===== config.mk =====
export PLATFORM = sky130hd
export DESIGN_NAME = isr_sequencer
export DESIGN_NICKNAME = d
export VERILOG_FILES = /design/src/rtl/isr_sequencer.sv
export SDC_FILE = /design/constraint.sdc
export NUM_CORES = 1
export LEC_CHECK = 0
export CAP_MARGIN = 10
export CELL_PAD_IN_SITES_DETAIL_PLACEMENT = 2
export CELL_PAD_IN_SITES_GLOBAL_PLACEMENT = 2
export CORE_MARGIN = 5
export CORE_UTILIZATION = 25
export DETAILED_ROUTE_END_ITERATION = 10
export GPL_TIMING_DRIVEN = 1
export HOLD_SLACK_MARGIN = 0.05
export PLACE_DENSITY = 0.75
export SETUP_SLACK_MARGIN = 0.02
export SYNTH_ARGS = -nofsm -noshare
export SYNTH_HDL_FRONTEND = slang
export SYNTH_SLANG_ARGS = --single-unit

===== constraint.sdc =====
create_clock -name clk -period 3.5 [get_ports clk]
set_input_delay 0.7 -clock clk [delete_from_list [all_inputs] [get_ports clk]]
set_output_delay 0.7 -clock clk [all_outputs]
set_load 0.005 [all_outputs]

===== src/rtl/isr_sequencer.sv =====
// Interrupt entry/exit sequencer: saves the resume PC, vectors to the ISR, restores it on reti.
// Define ISR_NESTING_EN for a stackDepth-entry return stack; otherwise a single saved PC.
module isr_sequencer #(
    parameter int pcWidth    = 16,
    parameter int stackDepth = 4
) (
    input  logic                            clk,
    input  logic                            rst,
    input  logic                            intPending,
    input  logic [pcWidth-1:0]              intAddr,
    input  logic                            intEnable,
    input  logic                            instrDone,
    input  logic                            reti,
    input  logic [pcWidth-1:0]              curPC,
    output logic                            pcLoad,
    output logic [pcWidth-1:0]              pcOut,
    output logic                            stall,
    output logic                            pendClr,
    output logic                            intDisable,
    output logic [$clog2(stackDepth+1)-1:0] nestLevel,
    output logic                            retiErr
);

    localparam int spW = $clog2(stackDepth + 1);
`ifdef ISR_NESTING_EN
    localparam int depth = stackDepth;
`else
    localparam int depth = 1;
`endif
    localparam logic [spW-1:0] depthSp = spW'(depth);

    typedef enum logic [1:0] {RUN, VECTOR, RESTORE} seqStateT;

    seqStateT             state, stateNext;
    logic [spW-1:0]       sp, spNext, spDec;
    logic [pcWidth-1:0]   stack [depth];
    logic [pcWidth-1:0]   popVal;
    logic [pcWidth-1:0]   pcOutNext;
    logic                 pcLoadNext, pendClrNext, stallNext, intDisableNext, retiErrNext;
    logic                 pushEn;

    assign spDec     = sp - spW'(1);
    assign nestLevel = sp;

    // NOTE: every variable gets a default first so no path leaves it unassigned (no latches).
    always_comb begin
        stateNext   = state;
        spNext      = sp;
        pushEn      = 1'b0;
        pcLoadNext  = 1'b0;
        pcOutNext   = pcOut;
        pendClrNext = 1'b0;
        stallNext   = 1'b0;
        retiErrNext = retiErr;
        popVal      = '0;

        for (int i = 0; i < depth; i++) begin
            if (spDec == spW'(i)) popVal = stack[i];
        end

        case (state)
            RUN: begin
                if (instrDone) begin
                    // reti outranks a simultaneous interrupt; the interrupt waits for the next boundary.
                    if (reti) begin
                        if (sp != '0) begin
                            stateNext  = RESTORE;
                            spNext     = spDec;
                            pcLoadNext = 1'b1;
                            stallNext  = 1'b1;
                            pcOutNext  = popVal;
                        end else begin
                            retiErrNext = 1'b1;
                        end
                    end else if (intPending && intEnable && (sp < depthSp)) begin
                        stateNext   = VECTOR;
                        spNext      = sp + spW'(1);
                        pushEn      = 1'b1;
                        pcLoadNext  = 1'b1;
                        pcOutNext   = intAddr;
                        pendClrNext = 1'b1;
                        stallNext   = 1'b1;
                    end
                end
            end
            default: stateNext = RUN;
        endcase

        intDisableNext = ~intEnable | (stateNext != RUN) | (spNext == depthSp);
    end

    // NOTE: sequential state uses non-blocking assignments so all registers update together.
    always_ff @(posedge clk or posedge rst) begin
        if (rst) begin
            state      <= RUN;
            sp         <= '0;
            pcLoad     <= 1'b0;
            pcOut      <= '0;
            pendClr    <= 1'b0;
            stall      <= 1'b0;
            intDisable <= 1'b1;
            retiErr    <= 1'b0;
        end else begin
            state      <= stateNext;
            sp         <= spNext;
            pcLoad     <= pcLoadNext;
            pcOut      <= pcOutNext;
            pendClr    <= pendClrNext;
            stall      <= stallNext;
            intDisable <= intDisableNext;
            retiErr    <= retiErrNext;
        end
    end

    // NOTE: stack storage has no reset; sp going to 0 on reset is what discards its contents.
    always_ff @(posedge clk) begin
        if (pushEn) begin
            for (int i = 0; i < depth; i++) begin
                if (sp == spW'(i)) stack[i] <= curPC;
            end
        end
    end

endmodule


==> results of run 1 <==
## power groups by stage
stage | clock network, mW | logic [mW] | registers (mW)
finish | 0.321 | 0.690 | 0.688
global placement | 0 | 0.678 | 0.695
floorplan | 0 | 0.357 | 0.685
detailed placement | 0 | 0.694 | 0.695
CTS | 0.335 | 0.704 | 0.691
global route | 0.353 | 0.744 | 0.706
## cell usage after synthesis, types with 2 or more instances
cell type,number
mux2_2,8
nor3_1,2
o21ai_0,5
nor2_1,5
inv_1,5
mux2_4,9
edfxtp_1,16
ha_1,4
clkbuf_1,2
a32o_1,15
nand2_1,3
buf_4,3
dfrtp_1,24
## cell type report
| type | count | area [um2] |
|---|---|---|
| multi-input combinational | 63 | 593 |
| inverter | 7 | 33.8 |
| timing repair buffer | 63 | 626 |
| clock buffer | 8 | 90.1 |
| tap | 96 | 120 |
| fill | 699 | 4300 |
| sequential | 41 | 1110 |
## path summary, 6_finish.rpt
kind | end | slack, ps | depth (start not counted)
max in group asynchronous | pcOut[15]$_DFFE_PP0P_ | 1950 | 2
worst min register to register | retiErr$_DFFE_PP0P_ | 470 | 2
worst min-delay path | retiErr$_DFFE_PP0P_ | 470 | 2
worst max register to register | stack[0][11]$_DFFE_PP_ | 1260 | 5
worst max-delay path | stack[0][11]$_DFFE_PP_ | 930 | 5
min in group asynchronous | stall$_DFF_PP0_ | 940 | 2
## cell families after synthesis
logic type / count (synthesis) / synth area share
mux: 17 / 0.126
xor+xnor: 1 / 0.00489
simple gates: 16 / 0.0475
buf+inv: 14 / 0.0531
compound gates: 25 / 0.122
flops: 41 / 0.618
fa+ha+maj: 4 / 0.0280
## flip-flops by register name, indices dropped and copies added, names as in the netlist
name	cells
pcOut	16
intDisable	1
pendClr	1
state	2
retiErr	1
nestLevel	3
stack	16
stall	1
## metal layers
metal / wire length [um] / vias up
met5: 0 / -
met4: 58 / 0
met3: 293 / 7
met2: 2710 / 33
met1: 2070 / 621
li1: - / 573
## critical path, cell delays in order
cell             delay (ps)
clkdlybuf4s50_1         520
and4bb_1                360
nand2_2                 120
nor3_2                  570
buf_4                   300
## stage by stage
step | area (um2) | std cells | utilization
global route | 2570 | 278 | 0.374
global placement | 2480 | 270 | 0.361
finish | 2570 | 278 | 0.374
floorplan | 1790 | 118 | -
CTS | 2570 | 278 | 0.374
detailed placement | 2480 | 270 | 0.361
==> results.sh, run 1 <==
export IMPL_fin_nets=223
export IMPL_setup_viol=0
export IMPL_slew_violations=0
export IMPL_postCtsSetupRepairBufs=0
export IMPL_seqPwrFrac=0.405
export IMPL_drtPass1Iterations=4
export IMPL_cp_required_ps=3500
export IMPL_fmax_ghz=0.389
export IMPL_drive_gt1_frac=0.170
export IMPL_pwr_density_cell_mw_per_mm2=661
export IMPL_final_hold_violation_count=0
export IMPL_wl_um=5130
export IMPL_antenna_found_initial=0
export IMPL_syn_nets=160
export IMPL_grt_util_met3=0.0422
export IMPL_root_buffer="clkbuf_8"
export IMPL_crit_reg2reg_launch="nestLevel[1]$_DFF_PP0_"
export IMPL_vias=1234
export IMPL_netSwitchingFraction=0.314
export IMPL_cts_tree="done"
export IMPL_port_buffers=61
export IMPL_yosys_area_top_type="dfrtp_1"
export IMPL_rsz0062_at_grt="false"
export IMPL_period_minus_slack_ps=2570
export IMPL_power_frac_comb=0.406
export IMPL_cts_resized_gates=0
export IMPL_seq_area_frac_synth=0.618
export IMPL_timing_hold_ws_ps=468
export IMPL_detail_route_antenna_nets=0
export IMPL_htreeDepth=2
export IMPL_die_x_um=94.6
export IMPL_grt_max_degree=26
export IMPL_place_ws_ps=580
export IMPL_io_pins=62
export IMPL_drtIter0Drc=34
export IMPL_final_cell_mix="clkdlybuf4s50_1, dfrtp_1, edfxtp_1"
export IMPL_via_per_inst=4.44
export IMPL_floorplan_initialDensity=0.261
export IMPL_cp_max_fo=9
export IMPL_internal_power_mw=1.17
export IMPL_grt_pass1_vias=1481
export IMPL_clk_pin_slew_ps=70
export IMPL_grt_util_met2=0.221
export IMPL_tns_ps=0
export IMPL_grt_use_met1=0.144
export IMPL_syn_to_final_growth_pct=43.5
export IMPL_crit_path_start_kind="input pin"
export IMPL_synth_edf_count=16
export IMPL_power_frac_clock=0.189
export IMPL_syn_cell_area_mm2=0.00179
export IMPL_yosys_top_cells_area="dfrtp_1, edfxtp_1, a32o_1"
export IMPL_power_switching_mw=0.533
export IMPL_syn_inst=118
export IMPL_gp_congestion=0.694
export IMPL_post_layout_total_power_mw=1.70
export IMPL_yosys_warnings=0
export IMPL_fin_skew_ps=2.95
export IMPL_layout_commonest_cell="clkdlybuf4s50_1"
export IMPL_min_delay_start="retiErr$_DFFE_PP0P_"
export IMPL_tightest_slew_ps=998
export IMPL_async_flop_share=0.610
export IMPL_worst_slack_ps=929
export IMPL_arrival_ps=2580
export IMPL_place_detailed_hpwl_um=3820
export IMPL_grt_remaining_overflow=0
export IMPL_track_usage=0.127
export IMPL_clkSinkCount=41
export IMPL_die_area_mm2=0.00895
export IMPL_endpoint_kind="register"
export IMPL_antenna_cells=0
export IMPL_postSynthAreaPerCell_um2=15.2
export IMPL_wl_per_cell_um=18.4
export IMPL_startpoint="reti"
export IMPL_min_path_type="reg -> reg"
export IMPL_fin_crit_sh=0.735
export IMPL_grt_pass1_wl_um=8270
export IMPL_synth_top_area_frac=0.335
export IMPL_numCtsBuffers=5
export IMPL_status="finished clean"
export IMPL_ys_seq_elements=41
export IMPL_clockBufferDepth=2
export IMPL_synth_cell_types=30
export IMPL_busiest_layer="met2"
export IMPL_synth_ff_type="dfrtp_1"
export IMPL_num_rows=30
export IMPL_slew_headroom=0.334
export IMPL_crit_type="in -> reg"
export IMPL_drv_max_cap_violation_count=0
export IMPL_p_leak_nw=1.00
export IMPL_ir_drop_mv=0.245
export IMPL_drc=0
export IMPL_clock_latency_ps=290
export IMPL_fp_coreArea_mm2=0.00687
export IMPL_die_h_um=94.6
export IMPL_cts_hold_buf=0
(Power assumes the default switching activity.)
==> inputs of run 2 (changes only) <==
Settings changed: PLACE_DENSITY 0.75 to 0.78.
Clock period 3.5 ns to 2.2 ns, I/O delays scaled along.
==> results.sh, run 2 (synthesized netlist as in run 1, its figures left out) <==
export IMPL_drive_gt1_frac=0.191
export IMPL_crit_path_start_kind="register"
export IMPL_fp_coreArea_mm2=0.00687
export IMPL_root_buffer="clkbuf_8"
export IMPL_worstPathCellList="inv_1, ha_1, or2b_1, nand2_1, a21o_4, inv_8, mux2_2"
export IMPL_grt_pass1_wl_um=8100
export IMPL_slowest_delay_ps=410
export IMPL_cp_buffers_inverters=2
export IMPL_period_minus_slack_ps=2070
export IMPL_drtPass1Iterations=4
export IMPL_startpoint="nestLevel[1]$_DFF_PP0_"
export IMPL_wl_um=4960
export IMPL_slowest_stage="dfrtp_1"
export IMPL_fin_crit_sh=0.942
export IMPL_hold_depth=2
export IMPL_clock_latency_ps=280
export IMPL_tns_ps=0
export IMPL_drc=0
export IMPL_crit_type="reg -> reg"
export IMPL_wl_per_cell_um=17.5
export IMPL_vias=1268
export IMPL_place_ws_ps=38.2
export IMPL_setup_viol=0
export IMPL_cts_tree="done"
export IMPL_min_path_type="reg -> reg"
export IMPL_critPathTopFamily="flip-flops"
export IMPL_die_x_um=94.6
export IMPL_cts_hold_buf=0
export IMPL_die_h_um=94.6
export IMPL_regToRegSetupSlack_ps=130
export IMPL_place_detailed_hpwl_um=3630
export IMPL_clkSinkCount=41
export IMPL_layout_commonest_cell="clkdlybuf4s50_1"
export IMPL_final_util=0.381
export IMPL_grt_max_degree=26
export IMPL_crit_reg2reg_launch="nestLevel[1]$_DFF_PP0_"
export IMPL_slew_headroom=0.748
export IMPL_pwr_density_cell_mw_per_mm2=1020
export IMPL_via_per_inst=4.46
export IMPL_grt_remaining_overflow=0
export IMPL_clk_pin_slew_ps=80
export IMPL_arrival_ps=2240
export IMPL_detail_route_antenna_nets=0
export IMPL_final_hold_violation_count=0
export IMPL_die_area_mm2=0.00895
export IMPL_grt_pass1_vias=1530
export IMPL_clockBufferDepth=2
export IMPL_gp_congestion=0.810
export IMPL_drv_max_cap_violation_count=0
export IMPL_syn_to_final_growth_pct=46.2
export IMPL_worst_slack_ps=127
export IMPL_slew_violations=0
export IMPL_r2r_cells=7
export IMPL_num_rows=30
export IMPL_p_leak_nw=1.03
export IMPL_status="finished clean"
export IMPL_fin_nets=229
export IMPL_fmax_ghz=0.482
export IMPL_cp_max_fo=17
export IMPL_tightest_slew_ps=373
export IMPL_min_delay_start="retiErr$_DFFE_PP0P_"
export IMPL_cts_resized_gates=0
export IMPL_min_to="retiErr$_DFFE_PP0P_"
export IMPL_rsz0062_at_grt="false"
export IMPL_postCtsSetupRepairBufs=0
export IMPL_numCtsBuffers=5
export IMPL_fin_skew_ps=6.81
export IMPL_track_usage=0.119
export IMPL_htreeDepth=2
export IMPL_cp_required_ps=2370
export IMPL_antenna_found_initial=0
export IMPL_r2r_end="pcOut[3]$_DFFE_PP0P_"
export IMPL_floorplan_initialDensity=0.261
export IMPL_antenna_cells=0
export IMPL_timing_hold_ws_ps=486
export IMPL_final_cell_mix="clkdlybuf4s50_1, dfrtp_1, edfxtp_1"
export IMPL_io_pins=62
export IMPL_ir_drop_mv=0.365
export IMPL_port_buffers=61
export IMPL_endpoint_kind="register"
export IMPL_drtIter0Drc=39
run 2: cell types whose count changed in the layout (fill, tap and decap cells not counted), sizes merged:
cell    delta
clkbuf     -1
clkinv     +1
buf        +6
run 2: layout make-up:
cell class,count,area [um2]
Tap cell,96,120
Clock inverter,1,3.75
Inverter,7,33.8
Clock buffer,7,76.3
Multi-Input combinational cell,63,593
Sequential cell,41,1110
Fill cell,699,4250
Timing Repair Buffer,69,683
run 2: worst max-delay path by stage:
stage / slack (ps) / endpoint / cells past startpoint
6_report: 130 / pcOut[3]$_DFFE_PP0P_ / 7
2_1_floorplan: 190 / stack[0][0]$_DFFE_PP_ / 4
3_5_place_dp: 40 / pcOut[3]$_DFFE_PP0P_ / 6
4_1_cts: 130 / pcOut[3]$_DFFE_PP0P_ / 7
5_1_grt: 30 / pcOut[5]$_DFFE_PP0P_ / 7
3_3_place_gp: 110 / pcOut[0]$_DFFE_PP0P_ / 6
run 2: metrics by stage:
| stage | power [mW] | cells | area (um2) |
|---|---|---|---|
| 6_report | 2.68 | 284 | 2620 |
| 5_1_grt | 2.87 | 284 | 2620 |
| 4_1_cts | 2.73 | 284 | 2620 |
| 3_5_place_dp | 2.23 | 276 | 2540 |
| 3_3_place_gp | 2.20 | 276 | 2540 |
| 2_1_floorplan | 1.66 | 118 | 1800 |
run 2: tightest hold or removal path: cells and delay by family (launching register included):
family / cells / cell delay [ps]
AOI/OAI and AO/OA: 1 / 50
DFF: 1 / 360
buffers and inverters: 1 / 40
run 2: metal layers:
layer  global-route usage  up-vias  share of wire
li1                     -      581              -
met1                0.135      632           0.42
met2                0.198       51           0.49
met3               0.0550        4          0.089
met4               0.0361        0         0.0085
met5                    0        -              0
run 2: power by group:
part           leakage [nW]  internal (mW)  switching, mW
combinational         0.530          0.655          0.477
sequential            0.459          0.964          0.108
clock                0.0399          0.221          0.255
total                  1.03           1.84          0.840
==> inputs of run 3 (changes only) <==
Settings changed: ABC_AREA set to 0.
==> results of run 3 <==
Final layout, timing and power as in run 2 (identical DEF).
